==> src/rtl/ccip_mmio_ring_pkg.sv <==
// ccip_mmio_ring_pkg
//   Shared types for the MMIO/ring CPU-NIC interface: the minimal CCI-P
//   structures this block touches, the RPC payload types, the ring FSM
//   states, the skid FIFO entry and the ring slot address helper.
package ccip_mmio_ring_pkg;

  // MMIO addresses count 4-byte words, so one 64B cache line spans 16 words.
  localparam int CL_SIZE_WORDS = 16;
  localparam int CL_SHIFT      = $clog2(CL_SIZE_WORDS);
  // Widest flow id the skid FIFO entry can carry.
  localparam int MAX_FLOW_W    = 8;

  typedef logic [41:0]  t_ccip_clAddr;
  typedef logic [15:0]  t_ccip_mmioAddr;
  typedef logic [511:0] t_ccip_clData;
  typedef logic [511:0] RpcPckt;
  typedef logic [127:0] RpcIf;

  typedef enum logic [1:0] {
    eVC_VA  = 2'd0,
    eVC_VL0 = 2'd1,
    eVC_VH0 = 2'd2,
    eVC_VH1 = 2'd3
  } t_ccip_vc;

  typedef enum logic [3:0] {
    eREQ_WRLINE_I = 4'h0,
    eREQ_WRLINE_M = 4'h1,
    eREQ_WRPUSH_I = 4'h2
  } t_ccip_c1_req;

  typedef struct packed {
    t_ccip_mmioAddr address;
    logic [1:0]     length;
    logic [8:0]     tid;
  } t_ccip_c0_ReqMmioHdr;

  typedef struct packed {
    t_ccip_c0_ReqMmioHdr hdr;
    t_ccip_clData        data;
  } t_if_ccip_c0_Rx;

  typedef struct packed {
    t_ccip_vc     vc_sel;
    logic         sop;
    t_ccip_c1_req req_type;
    t_ccip_clAddr address;
  } t_ccip_c1_ReqMemHdr;

  typedef struct packed {
    t_ccip_c1_ReqMemHdr hdr;
    t_ccip_clData       data;
    logic               valid;
  } t_if_ccip_c1_Tx;

  typedef enum logic [1:0] {
    S_UNINIT = 2'd0,
    S_CLEAR  = 2'd1,
    S_READY  = 2'd2
  } t_ring_state;

  typedef struct packed {
    RpcIf                  rpc;
    logic [MAX_FLOW_W-1:0] flow;
  } t_skid_entry;

  // Each flow owns 2^lring_depth consecutive cache lines starting at base.
  function automatic t_ccip_clAddr slot_addr(input t_ccip_clAddr base,
                                             input logic [31:0]  flow,
                                             input logic [31:0]  tail,
                                             input int unsigned  lring_depth);
    t_ccip_clAddr flow_off;
    flow_off = t_ccip_clAddr'(flow) << lring_depth;
    return base + flow_off + t_ccip_clAddr'(tail);
  endfunction

endpackage

==> src/rtl/ccip_mmio_skid_fifo.sv <==
// ccip_mmio_skid_fifo
//   Synchronous FIFO of 2^LDEPTH entries used to absorb c1 backpressure.
//   Ports: clk/reset (sync, active-high), flush_i (empties the FIFO),
//   push_i/wdata_i (write; ignored when full), pop_i (advance head; ignored
//   when empty), rdata_o (head entry), full_o, empty_o, count_o, free_o.
//   Push and pop in the same cycle leave the count unchanged.
module ccip_mmio_skid_fifo #(
  parameter int LDEPTH = 4,
  parameter int WIDTH  = 8
) (
  input  logic              clk,
  input  logic              reset,
  input  logic              flush_i,
  input  logic              push_i,
  input  logic [WIDTH-1:0]  wdata_i,
  input  logic              pop_i,
  output logic [WIDTH-1:0]  rdata_o,
  output logic              full_o,
  output logic              empty_o,
  output logic [LDEPTH:0]   count_o,
  output logic [LDEPTH:0]   free_o
);

  localparam int DEPTH = 1 << LDEPTH;

  logic [WIDTH-1:0]  mem_q [DEPTH];
  logic [LDEPTH-1:0] wr_ptr_q, rd_ptr_q;
  logic [LDEPTH:0]   count_q;
  logic              do_push, do_pop;

  assign full_o  = (count_q == (LDEPTH+1)'(DEPTH));
  assign empty_o = (count_q == '0);
  assign do_push = push_i && !full_o;
  assign do_pop  = pop_i && !empty_o;
  assign rdata_o = mem_q[rd_ptr_q];
  assign count_o = count_q;
  assign free_o  = (LDEPTH+1)'(DEPTH) - count_q;

  always_ff @(posedge clk) begin
    if (reset || flush_i) begin
      wr_ptr_q <= '0;
      rd_ptr_q <= '0;
      count_q  <= '0;
    end else begin
      if (do_push) wr_ptr_q <= wr_ptr_q + LDEPTH'(1);
      if (do_pop)  rd_ptr_q <= rd_ptr_q + LDEPTH'(1);
      case ({do_push, do_pop})
        2'b10:   count_q <= count_q + (LDEPTH+1)'(1);
        2'b01:   count_q <= count_q - (LDEPTH+1)'(1);
        default: count_q <= count_q;
      endcase
    end
  end

  // Storage carries no reset; pointers alone define validity.
  always_ff @(posedge clk) begin
    if (do_push) mem_q[wr_ptr_q] <= wdata_i;
  end

endmodule

==> src/rtl/ccip_mmio_ring.sv <==
// ccip_mmio_ring
//   CPU-NIC: MMIO writes inside the window at tx_base_addr are decoded into
//   a flow id (one cache line of window per flow) and forwarded as rpc_out
//   two cycles later. NIC-CPU: rpc_in responses pass through a skid FIFO and
//   are written to per-flow host rings of 2^LRING_DEPTH lines at
//   rx_base_addr, each flow advancing its own wrapping tail pointer.
//   A clear FSM (S_UNINIT/S_CLEAR/S_READY, visible on dbg_state) zeroes the
//   tails on initialize; the datapaths run only in S_READY with start=1.
//   Handshake: rpc_in_valid is a one-cycle push; upstream should hold off
//   while ccip_tx_ready=0 (a push into a full FIFO is dropped and counted).
//   Statistics (stat_rx_drop, stat_tx_ovf) exist only when
//   CCIP_MMIO_RING_STATS_EN is defined; otherwise they read 0.
import ccip_mmio_ring_pkg::*;

module ccip_mmio_ring #(
  parameter int           NIC_ID            = 0,
  parameter int           LMAX_NUM_OF_FLOWS = 1,
  parameter int           LRING_DEPTH       = 2,
  parameter int           LSKID_DEPTH       = 4,
  parameter int           SKID_AFULL_SLACK  = 2,
  parameter t_ccip_vc     BACKWARD_VC       = eVC_VH0,
  parameter t_ccip_c1_req BACKWARD_WR_TYPE  = eREQ_WRLINE_I
) (
  input  logic                         clk,
  input  logic                         reset,
  input  t_ccip_clAddr                 rx_base_addr,
  input  t_ccip_mmioAddr               tx_base_addr,
  input  logic [LMAX_NUM_OF_FLOWS-1:0] number_of_flows,
  input  logic                         start,
  input  logic                         initialize,
  output logic                         initialized,
  input  logic                         sRx_c0TxAlmFull,
  input  logic                         sRx_c1TxAlmFull,
  input  logic                         sRx_c0MMIOWrValid,
  input  t_if_ccip_c0_Rx               sRx_c0,
  output t_if_ccip_c1_Tx               sTx_c1,
  output RpcPckt                       rpc_out,
  output logic                         rpc_out_valid,
  output logic [LMAX_NUM_OF_FLOWS-1:0] rpc_flow_id_out,
  output logic                         ccip_tx_ready,
  input  RpcIf                         rpc_in,
  input  logic                         rpc_in_valid,
  input  logic [LMAX_NUM_OF_FLOWS-1:0] rpc_flow_id_in,
  output logic [31:0]                  stat_rx_drop,
  output logic [31:0]                  stat_tx_ovf,
  output t_ring_state                  dbg_state
);

  localparam int          FW        = LMAX_NUM_OF_FLOWS;
  localparam int          NFLOWS    = 1 << FW;
  localparam logic [31:0] WIN_WORDS = 32'(NFLOWS * CL_SIZE_WORDS);

  // ---------------- clear FSM ----------------
  t_ring_state   state_q, state_d;
  logic [FW-1:0] clr_idx_q, clr_idx_d;

  always_ff @(posedge clk) begin
    if (reset) begin
      state_q   <= S_UNINIT;
      clr_idx_q <= '0;
    end else begin
      state_q   <= state_d;
      clr_idx_q <= clr_idx_d;
    end
  end

  always_comb begin
    state_d   = state_q;
    clr_idx_d = clr_idx_q;
    case (state_q)
      S_UNINIT: if (initialize) begin
        state_d   = S_CLEAR;
        clr_idx_d = '0;
      end
      S_CLEAR: begin
        clr_idx_d = clr_idx_q + FW'(1);
        if (clr_idx_q == FW'(NFLOWS - 1)) state_d = S_READY;
      end
      S_READY: if (initialize) begin
        state_d   = S_CLEAR;
        clr_idx_d = '0;
      end
      default: state_d = S_UNINIT;
    endcase
  end

  assign initialized = (state_q == S_READY);
  assign dbg_state   = state_q;

  // An initialize seen in S_READY already starts the teardown, so nothing
  // new is accepted on that cycle.
  logic accept;
  assign accept = (state_q == S_READY) && start && !initialize;

  // ---------------- CPU-NIC (MMIO decode) ----------------
  logic [16:0]   off;
  logic          hit;
  logic [FW-1:0] flow_dec;

  // The extra top bit turns addresses below the window into a negative offset.
  assign off      = {1'b0, sRx_c0.hdr.address} - {1'b0, tx_base_addr};
  assign hit      = !off[16] && ({16'd0, off[15:0]} < WIN_WORDS);
  assign flow_dec = off[FW+CL_SHIFT-1:CL_SHIFT];

  logic          s1_valid_q, s1_hit_q;
  logic [FW-1:0] s1_flow_q;
  RpcPckt        s1_data_q;
  logic          rpc_valid_q;
  logic [FW-1:0] rpc_flow_q;
  RpcPckt        rpc_data_q;
  logic          flow_ok, rx_drop_evt;

  // number_of_flows is only FW bits wide and cannot express 2^FW, so 0
  // (a meaningless count) selects every flow.
  assign flow_ok     = (number_of_flows == '0) || (s1_flow_q < number_of_flows);
  assign rx_drop_evt = s1_valid_q && !(s1_hit_q && flow_ok);

  always_ff @(posedge clk) begin
    if (reset) begin
      s1_valid_q  <= 1'b0;
      rpc_valid_q <= 1'b0;
    end else begin
      s1_valid_q  <= accept && sRx_c0MMIOWrValid;
      rpc_valid_q <= s1_valid_q && s1_hit_q && flow_ok;
    end
  end

  always_ff @(posedge clk) begin
    if (accept && sRx_c0MMIOWrValid) begin
      s1_hit_q  <= hit;
      s1_flow_q <= flow_dec;
      s1_data_q <= sRx_c0.data;
    end
    if (s1_valid_q) begin
      rpc_flow_q <= s1_flow_q;
      rpc_data_q <= s1_data_q;
    end
  end

  assign rpc_out         = rpc_data_q;
  assign rpc_out_valid   = rpc_valid_q;
  assign rpc_flow_id_out = rpc_flow_q;

  // ---------------- NIC-CPU (skid FIFO + rings) ----------------
  t_skid_entry          fifo_wdata, fifo_rdata;
  logic                 fifo_full, fifo_empty, fifo_flush, push, pop, tx_ovf_evt;
  logic [LSKID_DEPTH:0] fifo_count, fifo_free;
  logic [FW-1:0]        head_flow;

  assign push       = accept && rpc_in_valid;
  assign pop        = accept && !fifo_empty && !sRx_c1TxAlmFull;
  assign fifo_flush = (state_q != S_READY) || initialize;
  assign tx_ovf_evt = push && fifo_full;
  assign fifo_wdata = '{rpc: rpc_in, flow: MAX_FLOW_W'(rpc_flow_id_in)};
  assign head_flow  = fifo_rdata.flow[FW-1:0];

  ccip_mmio_skid_fifo #(
    .LDEPTH (LSKID_DEPTH),
    .WIDTH  ($bits(t_skid_entry))
  ) u_skid (
    .clk     (clk),
    .reset   (reset),
    .flush_i (fifo_flush),
    .push_i  (push),
    .wdata_i (fifo_wdata),
    .pop_i   (pop),
    .rdata_o (fifo_rdata),
    .full_o  (fifo_full),
    .empty_o (fifo_empty),
    .count_o (fifo_count),
    .free_o  (fifo_free)
  );

  logic [LRING_DEPTH-1:0] tail_q [NFLOWS];

  always_ff @(posedge clk) begin
    if (reset) begin
      for (int i = 0; i < NFLOWS; i++) tail_q[i] <= '0;
    end else if (state_q == S_CLEAR) begin
      tail_q[clr_idx_q] <= '0;
    end else if (pop) begin
      tail_q[head_flow] <= tail_q[head_flow] + LRING_DEPTH'(1);
    end
  end

  logic         c1_valid_q;
  t_ccip_clAddr c1_addr_q;
  t_ccip_clData c1_data_q;

  always_ff @(posedge clk) begin
    if (reset) c1_valid_q <= 1'b0;
    else       c1_valid_q <= pop;
  end

  always_ff @(posedge clk) begin
    if (pop) begin
      c1_addr_q <= slot_addr(rx_base_addr, 32'(head_flow), 32'(tail_q[head_flow]),
                             LRING_DEPTH);
      c1_data_q <= t_ccip_clData'(fifo_rdata.rpc);
    end
  end

  assign sTx_c1 = '{hdr: '{vc_sel: BACKWARD_VC, sop: 1'b1, req_type: BACKWARD_WR_TYPE,
                           address: c1_addr_q},
                    data: c1_data_q, valid: c1_valid_q};

  // Computed from the pre-edge free count; the slack covers the extra
  // push that can land while the deassertion is still a cycle away.
  logic tx_ready_q;
  always_ff @(posedge clk) begin
    if (reset) tx_ready_q <= 1'b0;
    else       tx_ready_q <= (state_d == S_READY) && (int'(fifo_free) > SKID_AFULL_SLACK);
  end
  assign ccip_tx_ready = tx_ready_q;

  // ---------------- statistics ----------------
`ifdef CCIP_MMIO_RING_STATS_EN
  logic [31:0] rx_drop_q, tx_ovf_q;
  always_ff @(posedge clk) begin
    if (reset) begin
      rx_drop_q <= '0;
      tx_ovf_q  <= '0;
    end else begin
      if (rx_drop_evt && (rx_drop_q != '1)) rx_drop_q <= rx_drop_q + 32'd1;
      if (tx_ovf_evt && (tx_ovf_q != '1))   tx_ovf_q  <= tx_ovf_q + 32'd1;
    end
  end
  assign stat_rx_drop = rx_drop_q;
  assign stat_tx_ovf  = tx_ovf_q;
`else
  logic unused_stat_evts;
  assign unused_stat_evts = rx_drop_evt ^ tx_ovf_evt;
  assign stat_rx_drop = '0;
  assign stat_tx_ovf  = '0;
`endif

  logic unused_misc;
  assign unused_misc = ^{sRx_c0TxAlmFull, sRx_c0.hdr.length, sRx_c0.hdr.tid,
                         fifo_count, fifo_rdata.flow, 32'(NIC_ID)};

endmodule

==> config.mk <==
export PLATFORM = sky130hd
export DESIGN_NAME = ccip_mmio_ring
export DESIGN_NICKNAME = d
export VERILOG_FILES = /design/src/rtl/ccip_mmio_ring_pkg.sv /design/src/rtl/ccip_mmio_skid_fifo.sv /design/src/rtl/ccip_mmio_ring.sv
export SDC_FILE = /design/constraint.sdc
export NUM_CORES = 2
export LEC_CHECK = 0
export CELL_PAD_IN_SITES_DETAIL_PLACEMENT = 1
export CELL_PAD_IN_SITES_GLOBAL_PLACEMENT = 1
export CORE_AREA = 3 3 740 742
export CTS_BUF_LIST = sky130_fd_sc_hd__clkbuf_16
export CTS_CLUSTER_SIZE = 14
export DETAILED_ROUTE_END_ITERATION = 7
export DIE_AREA = 0 0 743 745
export GPL_ROUTABILITY_DRIVEN = 0
export HOLD_SLACK_MARGIN = 0.05
export PLACE_DENSITY = 0.45
export SLEW_MARGIN = 20
export SYNTH_ARGS = -nofsm -noshare
export SYNTH_HDL_FRONTEND = slang
export SYNTH_SLANG_ARGS = --single-unit
==> constraint.sdc <==
create_clock -name clk -period 74.5 [get_ports clk]
set_clock_uncertainty 0.15 [all_clocks]
set_input_delay 14.9 -clock clk [delete_from_list [all_inputs] [get_ports clk]]
set_output_delay 14.9 -clock clk [all_outputs]
set_load 0.05 [all_outputs]
; After elaboration in Yosys (flattened, before gate mapping)
; Memory sizes are Yosys's and may differ from the RTL's. A register that Yosys moved wholly into a read port is not among the register bits.
; Index checks and enable logic that the tools add are counted.
[word_totals]
mem_count = 2
ff_bits = 1217
input_bits = 735
mem_bits_rw = 2068
[op_classes]
n_lt_le_gt_ge = 3
add_sub_neg = 10
reduce_logical = 28
n_mux = 25
n_bitwise = 1
n_eq_ne = 8
[mem_list]
columns = memory, words, word_bits, read_ports, rd_clocked_by_memory_dff, wr, line
row1 = u_skid.mem_q, 16, 129, 1, 1, 1, ccip_mmio_skid_fifo.sv:26  ; logic [WIDTH-1:0] mem_q [DEPTH];
row2 = tail_q, 2, 2, 1, 0, 2, ccip_mmio_ring.sv:174  ; logic [LRING_DEPTH-1:0] tail_q [NFLOWS];
[op_table]
columns = cell, n
row1 = adder 42 x 2 -> 42 bit, 1
row2 = adder 42 x 3 -> 42 bit, 1
row3 = subtractor 16 x 16 -> 17 bit, 1
row4 = "less-than comparator 16 x 6 -> 1 bit, second input constant", 1
row5 = two-way mux 1 bit, 16
row6 = logical AND 1 bit, 12
row7 = case mux 5 bit (2 select lines), 1
row8 = "adder 4 x 1 -> 4 bit, second input constant", 2
row9 = two-way mux 2 bit, 4
row10 = two-way mux 4 bit, 2
row11 = "== test 2 bit, second input constant", 3
row12 = OR reduction 2 bit, 3
row13 = "adder 5 x 1 -> 5 bit, second input constant", 1
row14 = "== test 5 bit, second input constant", 1
row15 = "> comparator 5 x 2 -> 1 bit, second input constant", 1
row16 = logical NOT 1 bit, 5
row17 = logical NOT 5 bit, 1
row18 = "subtractor 5 x 1 -> 5 bit, second input constant", 1
row19 = "subtractor 5 bit, first input constant", 1
row20 = "== test 2 x 1 -> 1 bit, second input constant", 2
row21 = case mux 2 bit (2 select lines), 1
row22 = nonzero test 2 bit, 2
row23 = logical OR 1 bit, 3
row24 = "adder 2 x 1 -> 2 bit, second input constant", 1
row25 = other kinds (8), 8

; Depth between registers and ports, before layout
[depth]
ltp_word = 11
ltp_mapped = 16
ltp_nobuf = 15

; Hierarchy
; A second synthesis with hierarchy kept.
[hier_totals]
hier_cells = 5269
area_unflattened_um2 = 124419.3
[by_module_without_submodules]
columns = module, area_each_um2, n_inst, seq_area_each_um2, cells_each
row1 = ccip_mmio_skid_fifo, 83005.9, 1, 65683.0, 3342
row2 = ccip_mmio_ring, 41413.5, 1, 36204.7, 1927

; Worst setup path before layout
; Ideal clock, no wire load.
[synth_path]
kind = input to register
from = input port initialize
to = register s1_data_q[0], enable pin
arrival_time_ps = 36567
cell_stages = 3
setup_time_ps = 1406
path_slack_ps = 36377
path_cell_list = nor2_1 nand3_1 nor2_1
[synth_via]
elab_chain_cells = 3
[synth_rtl]
columns = element, line
row1 = from (decl), ccip_mmio_ring.sv:30  ; input logic initialize,
row2 = logical NOT 1 bit, ccip_mmio_ring.sv:93  ; assign accept = (state_q == S_READY) && start && !initialize;
row3 = logical AND 1 bit, ccip_mmio_ring.sv:93
row4 = logical AND 1 bit, ccip_mmio_ring.sv:129  ; if (accept && sRx_c0MMIOWrValid) begin
row5 = to (signal assigned), ccip_mmio_ring.sv:132  ; s1_data_q <= sRx_c0.data;
row6 = to (decl), ccip_mmio_ring.sv:107  ; RpcPckt s1_data_q;
; Every way passes these cells.
; A chain may end at the register's enable or synchronous reset.

; Worst setup path in the final report
[layout_path]
from = input port initialize
to = memory u_skid.mem_q[12][79] (netlist name), enable pin
[layout_via]
elab_chain_cells = 6
[layout_rtl]
columns = element, line
row1 = logical NOT 1 bit, ccip_mmio_ring.sv:93
row2 = logical AND 1 bit, ccip_mmio_ring.sv:93
row3 = logical AND 1 bit, ccip_mmio_ring.sv:150  ; assign push = accept && rpc_in_valid;
row4 = logical AND 1 bit, ccip_mmio_skid_fifo.sv:33  ; assign do_push = push_i && !full_o;
row5 = two-way mux 1 bit, ccip_mmio_skid_fifo.sv:57  ; if (do_push) mem_q[wr_ptr_q] <= wdata_i;
row6 = two-way mux 1 bit (not written as such), ccip_mmio_skid_fifo.sv:57
row7 = to (decl), ccip_mmio_skid_fifo.sv:26
; Every way passes these cells.

==> metrics.yaml <==
status:
  outcome: "finished clean"
placed_design:
  dpl.hpwl_um: 299000
  dpl_cell_area_um2: 141000
  io_buffer_count: 1411
  pre_cts_slack_ns: 53.22
setup_path:
  crit_fanout: 38
  cp.arrival_ns: 20.06
  slowest_delay_ns: 0.78
  path_delay_family: "buffers and inverters"
  slowest_stage: "buf_4"
  cpMostUsedCell: "buf_4"
  required_ns: 74.92
  crit_path_cell_trace: "clkdlybuf4s50_1, nor2_1, nand3_1, nor3b_4, nand2_1, nor2_4, buf_4, buf_4, buf_4, buf_4"
  crit_type: "in -> reg"
  path_buf_inv: 5
  crit_path_end_kind: "flip-flop"
  cp-start-kind: "input pin"
timing:
  relSlewSlack_pct: 15.5
  timing_hold_violations_final: 0
  worst_slew_pin_slew_ns: 1.27
  tns_ns: 0
  rsz0062_at_grt: "no"
  achievable-frequency_mhz: 50.9
  setup_violations: 0
  period_share_pct: 26.4
  report.final.slew_viol_count: 0
  setup_ws_ns: 54.86
  finalCriticalPeriod_ns: 19.64
pwr:
  power.static_leakage_nw: 47.4
  vdd_drop_max_uv: 19.3
  power.total_mw: 3.91
  p_per_area_nw_per_um2: 25.5
synth:
  syn_area_um2: 120000
  synth.avg_cell_area_um2: 24.1
  synthFlopType: "edfxtp_1"
  synth_seq_cells: 3289
  ys_seq_area_share_pct: 82.3
  synth_edf_count: 3265
  synth_cells: 4966
  ys_warn_count: 0
  synth_async_sr_flop_share_pct: 0
  synth_cell_type_count: 58
floorplan:
  die_y_um: 745
  io_pins: 1879
  die_x_um: 743
  core_um2: 541000
  start_util_pct: 22.1
  die-area_um2: 554000
  rows: 270
finish:
  nets: 7452
  drive_gt1_share_pct: 17.9
  syn2layout_area_growth_pct: 28.1
  post-route-util_pct: 28.3
  fin_area_um2: 153000
route:
  drt_iter0_drc: 5048
  wl_um: 439000
  remaining_drc_errors: 0
  via_per_inst: 3.99
  drt-pass1-iter-count: 5
  wl_per_cell_um: 30.8
  ant_nets: 0
  vias: 56900
cts:
  cts_buffers: 373
  cts-resized-gates: 0
  cts_tree: "built"
  clock-sinks: 3289
  cts_setup_buffers: 0
  clk_latency_ns: 0.97
  ctsRootBufferMaster: "clkbuf_16"
  clock_path_buffers: 4
  h-tree-depth: 5
  ctsHoldBuffers: 0
  clk_pin_slew_ns: 0.06
grt:
  antenna_found_initial: 310
  grt_max_degree: 130
  grt_overflow_total: 0
  grt_first_pass_wirelength_um: 569000
  globalRouteTotalUtil_pct: 15.2
  grt_pass1_vias: 59500
run:
  drv_cap: 0
min_path:
  hold_class: "reg -> reg"
## final timing paths
kind                            start                             end  slack, ns  cells past startpoint
max                        initialize  u_skid.mem_q[12][79]$_DFFE_PP_      54.86                     10
min reg2reg  s1_data_q[454]$_DFFE_PP_          rpc_out[454]$_DFFE_PP_       0.24                      0
max reg2reg                 flip-flop         c1_addr_q[37]$_DFFE_PN_      68.03                     12
min          s1_data_q[454]$_DFFE_PP_          rpc_out[454]$_DFFE_PP_       0.24                      0
## kinds of logic (layout without fill, tap and decap cells)
group	count (synthesis)	count (layout)	synth area share, %
AOI/OAI and AO/OA	96	96	0.540
xor gates and xnor gates	56	56	0.410
adders and majority gates	33	33	0.358
buffers and inverters	650	2216	3.54
DFF	3289	3289	82.3
muxes	652	652	12.0
other	2	507	0.00628
and+or+nand+nor	188	188	0.815
## report_power, final
group	internal [mW]	total, mW	switching (mW)
sequential	2.03	2.03	0.000617
clock	0.993	1.76	0.766
combinational	0.0378	0.123	0.0856
## worst register-to-register path, cell delays in order (launching register included)
cell	delay [ns]
dfxtp_4	0.68
buf_4	0.50
buf_4	0.69
mux4_2	0.43
mux4_2	0.67
mux2_2	0.39
ha_1	0.29
a21o_1	0.11
a21oi_1	0.14
nor3_1	0.88
and3_1	0.56
nand2_1	0.12
xnor2_1	0.61
## layer usage
layer  GRT usage, %  up-vias  routed length (um)
met5              0        -                 410
met1           17.3    30500              163000
met4           4.46       66               16200
met3           4.99      934               36200
met2           26.9     2181              223000
li1               -    23200                   -
## metrics by stage
step           hold WS (ns)  std cells
6_report              0.236      14200
3_3_place_gp          0.250      13500
5_1_grt               0.258      14200
2_1_floorplan         0.250       5419
4_1_cts               0.238      14200
3_5_place_dp          0.255      13500
## cell usage after synthesis (3+ instances only)
cell type	number	share of area, %
edfxtp_1	3265	82
mux4_2	625	12
buf_4	457	2.9
clkbuf_1	90	0.28
buf_2	56	0.23
nor2_1	48	0.15
a21oi_1	39	0.16
xnor2_1	36	0.26
inv_1	34	0.11
nand2_1	33	0.10
ha_1	31	0.32
mux2i_1	25	0.21
nor2b_1	25	0.13
dfxtp_1	24	0.40
a211oi_1	23	0.14
xor2_1	20	0.15
nand3_1	16	0.067
nor3_1	16	0.067
buf_1	12	0.038
nand4_1	12	0.063
a21o_1	7	0.044
and3_1	7	0.037
o21ai_0	6	0.025
and4_1	5	0.037
nand2b_1	5	0.026
nor3b_1	5	0.031
nor4_1	3	0.016
o21a_1	3	0.019
## final cells by class
class                      count  area, um2
tap                         7208       9020
multi-input combinational   1480      18700
sequential                  3289      98500
antenna                       52        130
timing repair buffer        1506      15000
clock buffer                 378       9460
inverter                      34        135
clock inverter               298       2240
fill                       55200     388000
## cell usage in the layout, fill, tap and decap left out, types with 52 or more instances in the layout
cell | synthesis | final
buf_4 | 457 | 79
diode_2 | 0 | 52
inv_1 | 34 | 134
edfxtp_1 | 3265 | 3265
clkbuf_16 | 0 | 378
clkdlybuf4s50_1 | 0 | 1411
mux4_2 | 625 | 625
clkinv_1 | 0 | 73
clkinv_2 | 0 | 55
conb_1 | 2 | 455
## sequential cells by signal (all words and copies together) (netlist names), 5 cells and up, named ones only
signal,flops
u_skid.mem_q,2064
s1_data_q,512
u_skid.count_o,5
rpc_out,512
c1_data_q,128
c1_addr_q,42
Note: power is estimated with default switching activity, not from simulation.
